`src/rtl/icache_pkg.sv`:
```
// Shared types, constants and address-split width helpers for the instruction cache.
package icache_pkg;

  localparam int unsigned XLEN = 32;
  localparam logic [31:0] NOP_INSTR = 32'h0000_0013;

  typedef enum logic [1:0] {
    IDLE,
    MISS_REQ,
    REFILL
  } state_e;

  // Bits selecting a word within a line.
  function automatic int unsigned word_bits(int unsigned wpl);
    return 32'($clog2(wpl));
  endfunction

  // Bits selecting a cache line.
  function automatic int unsigned index_bits(int unsigned lines);
    return 32'($clog2(lines));
  endfunction

  // Remaining upper address bits stored as the tag.
  function automatic int unsigned tag_bits(int unsigned lines, int unsigned wpl);
    return XLEN - 2 - word_bits(wpl) - index_bits(lines);
  endfunction

endpackage

```
`src/rtl/icache_fetch_if.sv`:
```
// Line-refill request/burst channel between the instruction cache and backing memory.
interface icache_fetch_if;
  import icache_pkg::*;

  logic            mem_req;
  logic [XLEN-1:0] mem_addr;
  logic            mem_ready;
  logic            mem_rvalid;
  logic [XLEN-1:0] mem_rdata;

  modport master (
    output mem_req,
    output mem_addr,
    input  mem_ready,
    input  mem_rvalid,
    input  mem_rdata
  );

  modport slave (
    input  mem_req,
    input  mem_addr,
    output mem_ready,
    output mem_rvalid,
    output mem_rdata
  );
endinterface

```
`src/rtl/icache_line_store.sv`:
```
// Flop-based valid/tag/data arrays: combinational read, one word write, tag/valid write.
module icache_line_store
  import icache_pkg::*;
#(
  parameter int unsigned LINES = 16,
  parameter int unsigned WPL   = 4
) (
  input  logic                          clk,
  input  logic                          reset,
  input  logic [index_bits(LINES)-1:0]  rd_index,
  input  logic [word_bits(WPL)-1:0]     rd_word,
  output logic                          rd_valid,
  output logic [tag_bits(LINES,WPL)-1:0] rd_tag,
  output logic [XLEN-1:0]               rd_data,
  input  logic                          wr_en,
  input  logic [index_bits(LINES)-1:0]  wr_index,
  input  logic [word_bits(WPL)-1:0]     wr_word,
  input  logic [XLEN-1:0]               wr_data,
  input  logic                          tag_we,
  input  logic [tag_bits(LINES,WPL)-1:0] tag_wdata,
  input  logic                          valid_wdata,
  input  logic                          clear_all
);

  localparam int unsigned TB = tag_bits(LINES, WPL);

  logic [LINES-1:0] valid_q, valid_d;
  logic [TB-1:0]    tag_q  [LINES];
  logic [TB-1:0]    tag_d  [LINES];
  logic [XLEN-1:0]  data_q [LINES][WPL];
  logic [XLEN-1:0]  data_d [LINES][WPL];

  // Read port straight from the flops so hits resolve in the same cycle.
  assign rd_valid = valid_q[rd_index];
  assign rd_tag   = tag_q[rd_index];
  assign rd_data  = data_q[rd_index][rd_word];

  // Next-state: global clear first, then the line being finished may set its own valid.
  always_comb begin
    valid_d = valid_q;
    tag_d   = tag_q;
    data_d  = data_q;
    if (clear_all) begin
      valid_d = '0;
    end
    if (tag_we) begin
      valid_d[wr_index] = valid_wdata;
      tag_d[wr_index]   = tag_wdata;
    end
    if (wr_en) begin
      data_d[wr_index][wr_word] = wr_data;
    end
  end

  // Valid bits are the only array state that needs reset.
  always_ff @(posedge clk) begin
    if (reset) begin
      valid_q <= '0;
    end else begin
      valid_q <= valid_d;
    end
  end

  // Tag and data arrays hold whatever was last written.
  always_ff @(posedge clk) begin
    tag_q  <= tag_d;
    data_q <= data_d;
  end

endmodule

```
`src/rtl/icache_fetch.sv`:
```
// Direct-mapped instruction cache for the fetch stage: same-cycle hits, stall-and-refill on miss.
module icache_fetch
  import icache_pkg::*;
#(
  parameter int unsigned LINES          = 16,
  parameter int unsigned WORDS_PER_LINE = 4
) (
  input  logic             clk,
  input  logic             reset,
  input  logic [XLEN-1:0]  pc_in,
  input  logic             fetch_req,
  input  logic             invalidate,
  output logic [XLEN-1:0]  instr_out,
  output logic             instr_valid,
  output logic             icache_stall,
  icache_fetch_if.master   mem
);

  localparam int unsigned WB    = word_bits(WORDS_PER_LINE);
  localparam int unsigned IB    = index_bits(LINES);
  localparam int unsigned TB    = tag_bits(LINES, WORDS_PER_LINE);
  localparam int unsigned OFF_W = WB + 2;

  state_e          state_q, state_d;
  logic [IB-1:0]   miss_index_q, miss_index_d;
  logic [TB-1:0]   miss_tag_q, miss_tag_d;
  logic [WB-1:0]   cnt_q, cnt_d;
  logic            inv_pending_q, inv_pending_d;
  logic            mem_req_q, mem_req_d;
  logic [XLEN-1:0] mem_addr_q, mem_addr_d;

  logic [WB-1:0]   pc_word;
  logic [IB-1:0]   pc_index;
  logic [TB-1:0]   pc_tag;
  logic            rd_valid;
  logic [TB-1:0]   rd_tag;
  logic [XLEN-1:0] rd_data;
  logic            hit;
  logic            wr_en;
  logic            tag_we;
  logic            valid_wdata;
  logic            unused_byte_bits;

  // Address split; the byte offset never affects an aligned fetch.
  assign pc_word          = pc_in[2 +: WB];
  assign pc_index         = pc_in[OFF_W +: IB];
  assign pc_tag           = pc_in[OFF_W + IB +: TB];
  assign unused_byte_bits = ^pc_in[1:0];

  icache_line_store #(
    .LINES (LINES),
    .WPL   (WORDS_PER_LINE)
  ) u_store (
    .clk         (clk),
    .reset       (reset),
    .rd_index    (pc_index),
    .rd_word     (pc_word),
    .rd_valid    (rd_valid),
    .rd_tag      (rd_tag),
    .rd_data     (rd_data),
    .wr_en       (wr_en),
    .wr_index    (miss_index_q),
    .wr_word     (cnt_q),
    .wr_data     (mem.mem_rdata),
    .tag_we      (tag_we),
    .tag_wdata   (miss_tag_q),
    .valid_wdata (valid_wdata),
    .clear_all   (invalidate)
  );

  // Same-cycle hit/stall; held quiet while reset is asserted.
  assign hit          = rd_valid && (rd_tag == pc_tag);
  assign instr_valid  = !reset && (state_q == IDLE) && fetch_req && hit;
  assign icache_stall = !reset && ((state_q != IDLE) || (fetch_req && !hit));
  assign instr_out    = instr_valid ? rd_data : NOP_INSTR;

  assign mem.mem_req  = mem_req_q;
  assign mem.mem_addr = mem_addr_q;

  // Miss handling: latch line base, hold the request until accepted, then count beats in.
  always_comb begin
    state_d       = state_q;
    miss_index_d  = miss_index_q;
    miss_tag_d    = miss_tag_q;
    cnt_d         = cnt_q;
    inv_pending_d = inv_pending_q;
    mem_req_d     = mem_req_q;
    mem_addr_d    = mem_addr_q;
    wr_en         = 1'b0;
    tag_we        = 1'b0;
    valid_wdata   = 1'b0;

    unique case (state_q)
      IDLE: begin
        inv_pending_d = 1'b0;
        if (fetch_req && !hit) begin
          miss_index_d = pc_index;
          miss_tag_d   = pc_tag;
          mem_addr_d   = {pc_tag, pc_index, OFF_W'(0)};
          mem_req_d    = 1'b1;
          cnt_d        = '0;
          state_d      = MISS_REQ;
        end
      end
      MISS_REQ: begin
        if (invalidate) begin
          inv_pending_d = 1'b1;
        end
        if (mem.mem_ready) begin
          mem_req_d = 1'b0;
          cnt_d     = '0;
          state_d   = REFILL;
        end
      end
      REFILL: begin
        if (invalidate) begin
          inv_pending_d = 1'b1;
        end
        if (mem.mem_rvalid) begin
          wr_en = 1'b1;
          cnt_d = cnt_q + WB'(1);
          if (cnt_q == WB'(WORDS_PER_LINE - 1)) begin
            tag_we        = 1'b1;
            valid_wdata   = !(inv_pending_q || invalidate);
            cnt_d         = '0;
            inv_pending_d = 1'b0;
            state_d       = IDLE;
          end
        end
      end
      default: begin
        state_d = IDLE;
      end
    endcase
  end

  // Controller state registers.
  always_ff @(posedge clk) begin
    if (reset) begin
      state_q       <= IDLE;
      miss_index_q  <= '0;
      miss_tag_q    <= '0;
      cnt_q         <= '0;
      inv_pending_q <= 1'b0;
      mem_req_q     <= 1'b0;
      mem_addr_q    <= '0;
    end else begin
      state_q       <= state_d;
      miss_index_q  <= miss_index_d;
      miss_tag_q    <= miss_tag_d;
      cnt_q         <= cnt_d;
      inv_pending_q <= inv_pending_d;
      mem_req_q     <= mem_req_d;
      mem_addr_q    <= mem_addr_d;
    end
  end

endmodule

```
`src/flat_wrapper.sv`:
```
// flat-port wrapper written by rule: the top's interface ports become plain ports
module icache_fetch_flat import icache_pkg::*;
#(
  parameter int unsigned LINES          = 16,
  parameter int unsigned WORDS_PER_LINE = 4
)
  (clk, reset, pc_in, fetch_req, invalidate, instr_out, instr_valid, icache_stall, mem_mem_req, mem_mem_addr, mem_mem_ready, mem_mem_rvalid, mem_mem_rdata);
  icache_fetch_if mem_i ();
  input  logic clk;
  input  logic reset;
  input  logic [XLEN-1:0] pc_in;
  input  logic fetch_req;
  input  logic invalidate;
  output logic [XLEN-1:0] instr_out;
  output logic instr_valid;
  output logic icache_stall;
  output wire logic [$bits(mem_i.mem_req)-1:0] mem_mem_req;
  output wire logic [$bits(mem_i.mem_addr)-1:0] mem_mem_addr;
  input wire logic [$bits(mem_i.mem_ready)-1:0] mem_mem_ready;
  input wire logic [$bits(mem_i.mem_rvalid)-1:0] mem_mem_rvalid;
  input wire logic [$bits(mem_i.mem_rdata)-1:0] mem_mem_rdata;
  assign mem_mem_req = mem_i.mem_req;
  assign mem_mem_addr = mem_i.mem_addr;
  assign mem_i.mem_ready = mem_mem_ready;
  assign mem_i.mem_rvalid = mem_mem_rvalid;
  assign mem_i.mem_rdata = mem_mem_rdata;
  icache_fetch #(.LINES(LINES), .WORDS_PER_LINE(WORDS_PER_LINE)) u_core (.clk(clk), .reset(reset), .pc_in(pc_in), .fetch_req(fetch_req), .invalidate(invalidate), .instr_out(instr_out), .instr_valid(instr_valid), .icache_stall(icache_stall), .mem(mem_i));
endmodule
```
`config.mk`:
```
export PLATFORM = sky130hd
export DESIGN_NAME = icache_fetch_flat
export DESIGN_NICKNAME = d
export VERILOG_FILES = /design/src/rtl/icache_pkg.sv /design/src/rtl/icache_fetch_if.sv /design/src/rtl/icache_line_store.sv /design/src/rtl/icache_fetch.sv /design/src/flat_wrapper.sv
export SDC_FILE = /design/constraint.sdc
export NUM_CORES = 2
export LEC_CHECK = 0
export BUFFER_PORTS_ARGS = -buffer_cell sky130_fd_sc_hd__buf_2
export CAP_MARGIN = 20
export CORE_ASPECT_RATIO = 0.75
export CORE_UTILIZATION = 65
export CTS_BUF_LIST = sky130_fd_sc_hd__clkbuf_4
export DETAILED_ROUTE_END_ITERATION = 6
export PLACE_DENSITY = 0.84
export SYNTH_ARGS = -nofsm -noshare
export SYNTH_HDL_FRONTEND = slang
export SYNTH_SLANG_ARGS = --single-unit
```
`constraint.sdc`:
```
create_clock -name clk -period 4.1 [get_ports clk]
set_input_delay 0.205 -clock clk [delete_from_list [all_inputs] [get_ports clk]]
set_output_delay 0.205 -clock clk [all_outputs]
set_load 0.01 [all_outputs]
```
==> metrics.txt <==
# TYPE chip_impl_metric gauge
chip_impl_metric{name="final_period_minus_worst_setup_slack",unit="ns"} 4.89
chip_impl_info{name="synth_flop_cell",value="sky130_fd_sc_hd__edfxtp_1"} 1
chip_impl_metric{name="h-tree-depth",unit=""} 6
chip_impl_info{name="clock-root-buffer",value="sky130_fd_sc_hd__clkbuf_4"} 1
chip_impl_metric{name="synth-warning-count",unit=""} 0
chip_impl_metric{name="power_frac_clock",unit="%"} 39.4
chip_impl_metric{name="yosysTopAreaCellShare",unit="%"} 76.3
chip_impl_metric{name="grt_max_degree",unit=""} 105
chip_impl_metric{name="drc_errors",unit=""} 205
chip_impl_metric{name="peakVddDrop",unit="mV"} 0.381
chip_impl_metric{name="net-switching-power",unit="mW"} 12.1
chip_impl_info{name="rsz0062_at_grt",value="true"} 1
chip_impl_metric{name="timing_worst_slew_pin_value",unit="ns"} 1.28
chip_impl_metric{name="timing.critical_path.required",unit="ns"} 3.89
chip_impl_metric{name="sequentialPowerShare",unit="%"} 54.5
chip_impl_metric{name="drt_pre_antenna_iters",unit=""} 7
chip_impl_info{name="synthMostInstantiatedCell",value="sky130_fd_sc_hd__edfxtp_1"} 1
chip_impl_metric{name="hold_slack",unit="ns"} -0.0216
chip_impl_metric{name="wl_per_cell",unit="um"} 39.3
chip_impl_metric{name="setup_slack",unit="ns"} -0.790
chip_impl_metric{name="synth_area",unit="um2"} 95700
chip_impl_metric{name="place_congestion",unit=""} 0.919
chip_impl_info{name="timing.critical_path.to_type",value="output port"} 1
chip_impl_metric{name="route.vias.total",unit=""} 53600
chip_impl_info{name="status",value="finished with violations"} 1
chip_impl_metric{name="die_width",unit="um"} 445
chip_impl_metric{name="grtUsageTotal",unit="%"} 37.1
chip_impl_metric{name="synth_edf_count",unit=""} 2432
chip_impl_metric{name="chipHeight",unit="um"} 334
chip_impl_metric{name="worstPathArrival",unit="ns"} 4.69
chip_impl_metric{name="final-instance-count-excl-fill",unit=""} 7275
chip_impl_metric{name="wl",unit="mm"} 286
chip_impl_metric{name="pwr_density_cell",unit="nW/um2"} 466
chip_impl_metric{name="max-clock-path-buffers",unit=""} 4
chip_impl_metric{name="die_area",unit="um2"} 149000
chip_impl_metric{name="postSynthAreaPerCell",unit="um2"} 23.8
chip_impl_metric{name="number_of_global_route_vias_before_repair",unit=""} 53700
chip_impl_metric{name="intPower",unit="mW"} 39.3
chip_impl_metric{name="stdcell_area",unit="um2"} 110000
chip_impl_metric{name="timing.fmax",unit="MHz"} 204
chip_impl_metric{name="r2r_slack",unit="ns"} -0.74
chip_impl_metric{name="clock-skew-final",unit="ns"} 0.153
chip_impl_info{name="hold_path.class",value="in -> reg"} 1
chip_impl_metric{name="overflow",unit=""} 0
chip_impl_info{name="startpoint_type",value="flip-flop"} 1
chip_impl_metric{name="grt_first_pass_wirelength",unit="mm"} 382
chip_impl_metric{name="yosys.cell_types.count",unit=""} 72
chip_impl_metric{name="timing.final.hold_violations",unit=""} 7
chip_impl_metric{name="power.switching_fraction",unit="%"} 23.6
chip_impl_metric{name="number_of_antenna_violations_at_the_first_check_in_global_routing",unit=""} 30
chip_impl_metric{name="drtAntennaViolNets",unit=""} 0
chip_impl_metric{name="yosysSeqAreaShare",unit="%"} 77.3
chip_impl_metric{name="placedInstanceArea",unit="um2"} 100000
chip_impl_metric{name="numCtsBuffers",unit=""} 579
chip_impl_metric{name="syn_inst",unit=""} 4015
chip_impl_info{name="synth_area_leader_cell",value="sky130_fd_sc_hd__edfxtp_1"} 1
chip_impl_metric{name="crit_fanout",unit=""} 8
chip_impl_metric{name="drtIter0Drc",unit=""} 9628
chip_impl_metric{name="syn_to_final_growth",unit="%"} 15.3
chip_impl_metric{name="clk-insertion-delay-late",unit="ns"} 1.43
chip_impl_metric{name="design.final.nets",unit=""} 4983
chip_impl_metric{name="power_frac_comb",unit="%"} 6.1
chip_impl_metric{name="drv_cap",unit=""} 0
chip_impl_metric{name="ioPinCount",unit=""} 137
chip_impl_metric{name="ys_async_sr_fraction",unit="%"} 0
chip_impl_info{name="failed_checks",value="DRC, hold timing, setup timing"} 1
chip_impl_info{name="leading_post_synthesis_cells_by_instance_count",value="sky130_fd_sc_hd__edfxtp_1, sky130_fd_sc_hd__mux4_2, sky130_fd_sc_hd__nor2_1"} 1
chip_impl_metric{name="power.leakage",unit="nW"} 35.7
chip_impl_metric{name="viasPerCell",unit=""} 7.37
chip_impl_metric{name="start_util",unit="%"} 65.7
chip_impl_metric{name="final-setup-viol-count",unit=""} 39
chip_impl_info{name="synthTopCellsByArea",value="sky130_fd_sc_hd__edfxtp_1, sky130_fd_sc_hd__mux4_2, sky130_fd_sc_hd__dfxtp_1"} 1
chip_impl_metric{name="placed_cells",unit=""} 6094
chip_impl_metric{name="total_core_area",unit="um2"} 146000
chip_impl_metric{name="drv_slew",unit=""} 0
chip_impl_metric{name="max_transition_margin",unit="%"} 14.6
chip_impl_info{name="cts_tree",value="done"} 1
chip_impl_metric{name="finalCritPeriodShare",unit="%"} 119
chip_impl_metric{name="post_detail_place_hpwl",unit="mm"} 141
chip_impl_info{name="critPathKind",value="reg -> out"} 1
chip_impl_metric{name="buffer_ports.inserted",unit=""} 130
chip_impl_metric{name="p_total",unit="mW"} 51.5
chip_impl_metric{name="clk_pin_slew",unit="ns"} 0.07
chip_impl_metric{name="floorplan.rows",unit=""} 121
chip_impl_metric{name="cts.sinks",unit=""} 2482
chip_impl_metric{name="synth-seq-cells",unit=""} 2482
chip_impl_metric{name="drive_gt1_share",unit="%"} 41.4
[power groups by stage]
stage | clock network [mW] | registers [mW] | logic (mW)
after floorplan | 0 | 28.6 | 1.48
after global placement | 0 | 28.6 | 2.50
after detailed placement | 0 | 28.6 | 2.61
after CTS | 19.8 | 28.0 | 2.77
after global routing | 21.4 | 28.0 | 3.20
final | 20.3 | 28.1 | 3.16
[critical path: stages (launching register included)]
cell and delay (ns):
sky130_fd_sc_hd__edfxtp_1 0.39, sky130_fd_sc_hd__mux4_2 0.54, sky130_fd_sc_hd__mux2i_1 0.36, sky130_fd_sc_hd__mux2i_1 0.21, sky130_fd_sc_hd__xor2_1 0.24, sky130_fd_sc_hd__nor3_2 0.25, sky130_fd_sc_hd__nand2_1 0.10, sky130_fd_sc_hd__nor4b_2 0.25
sky130_fd_sc_hd__nand4_1 0.13, sky130_fd_sc_hd__buf_6 0.17, sky130_fd_sc_hd__buf_12 0.17, sky130_fd_sc_hd__or2_4 0.31, sky130_fd_sc_hd__buf_6 0.15
[layout make-up]
type | instances | area [um2]
timing repair buffer | 521 | 5130
antenna | 21 | 52.6
fill | 7000 | 35300
clock inverter | 117 | 757
sequential | 2482 | 74000
multi-input combinational | 1309 | 21600
clock buffer | 845 | 6340
tap | 1968 | 2460
inverter | 12 | 50.0
[final timing paths]
check,to,from,cells after the start
max,instr_out[4],u_core.u_store.tag_q[224],12
max reg2reg,u_core.state_q[0],u_core.u_store.tag_q[153],22
min,u_core.u_store.data_q[228],mem_mem_rdata[4],2
min reg2reg,u_core.u_store.valid_q[10],u_core.u_store.valid_q[10],2
[kinds of logic after synthesis]
| kind of cell | Yosys count | share of synthesized area [%] |
|---|---|---|
| adder cells (fa/ha/maj) | 8 | 0.105 |
| multiplexers | 861 | 18.8 |
| AO/OA/AOI/OAI | 118 | 0.822 |
| XOR/XNOR | 31 | 0.284 |
| flip-flops | 2482 | 77.3 |
| buffers and inverters | 227 | 1.15 |
| AND/OR/NAND/NOR | 287 | 1.52 |
| other | 1 | 0.00392 |
[sequential cells by signal (all words and copies together) (netlist names)]
signal                  cells
u_core.mem.mem_addr         1
u_core.miss_index_q         3
u_core.miss_tag_q          24
u_core.state_q              2
u_core.u_store.tag_q      384
u_core.u_store.data_q    2048
u_core.u_store.valid_q     16
u_core.mem.mem_req          1
u_core.inv_pending_q        1
u_core.cnt_q                2
[what timing repair did]
action                     in CTS  in global routing
pin swaps                      14                 18
gates cloned                    2                  2
setup endpoints to repair      34                 56
hold endpoints to repair     2369                421
resized for setup              47                 64
buffers inserted               17                 23
hold buffers                  121                 27
[placed cells by master (no fill, tap or decap), types with 28 or more instances in the layout]
master                          Yosys  final
sky130_fd_sc_hd__edfxtp_1        2432   2432
sky130_fd_sc_hd__clkbuf_4           0    845
sky130_fd_sc_hd__mux4_2           746    746
sky130_fd_sc_hd__buf_4             16    175
sky130_fd_sc_hd__dlygate4sd3_1      1    126
sky130_fd_sc_hd__buf_2             92    109
sky130_fd_sc_hd__mux2i_1           99     90
sky130_fd_sc_hd__nor2_4             0     80
sky130_fd_sc_hd__clkinv_1           0     78
sky130_fd_sc_hd__buf_12             0     77
sky130_fd_sc_hd__dfxtp_1           50     50
sky130_fd_sc_hd__nor2_1           125     43
sky130_fd_sc_hd__nand2_1           31     28
[metrics by stage]
stage	worst slack (ns)	setup TNS (ns)	utilization (%)
6_report	-0.790	-25.07	75.8
5_1_grt	-0.795	-24.31	75.8
4_1_cts	-0.557	-17.76	74.9
3_5_place_dp	0.219	0	69.0
3_3_place_gp	0.231	0	69.0
2_1_floorplan	0.648	0	-
[routing by layer]
metal	share of wire (%)	vias up	track usage [%]
met5	0.064	-	0
met4	6.9	22	19.8
met3	16	1520	12.3
met2	46	6042	56.6
met1	31	26700	48.3
li1	-	19400	-
(Power assumes the default switching activity.)
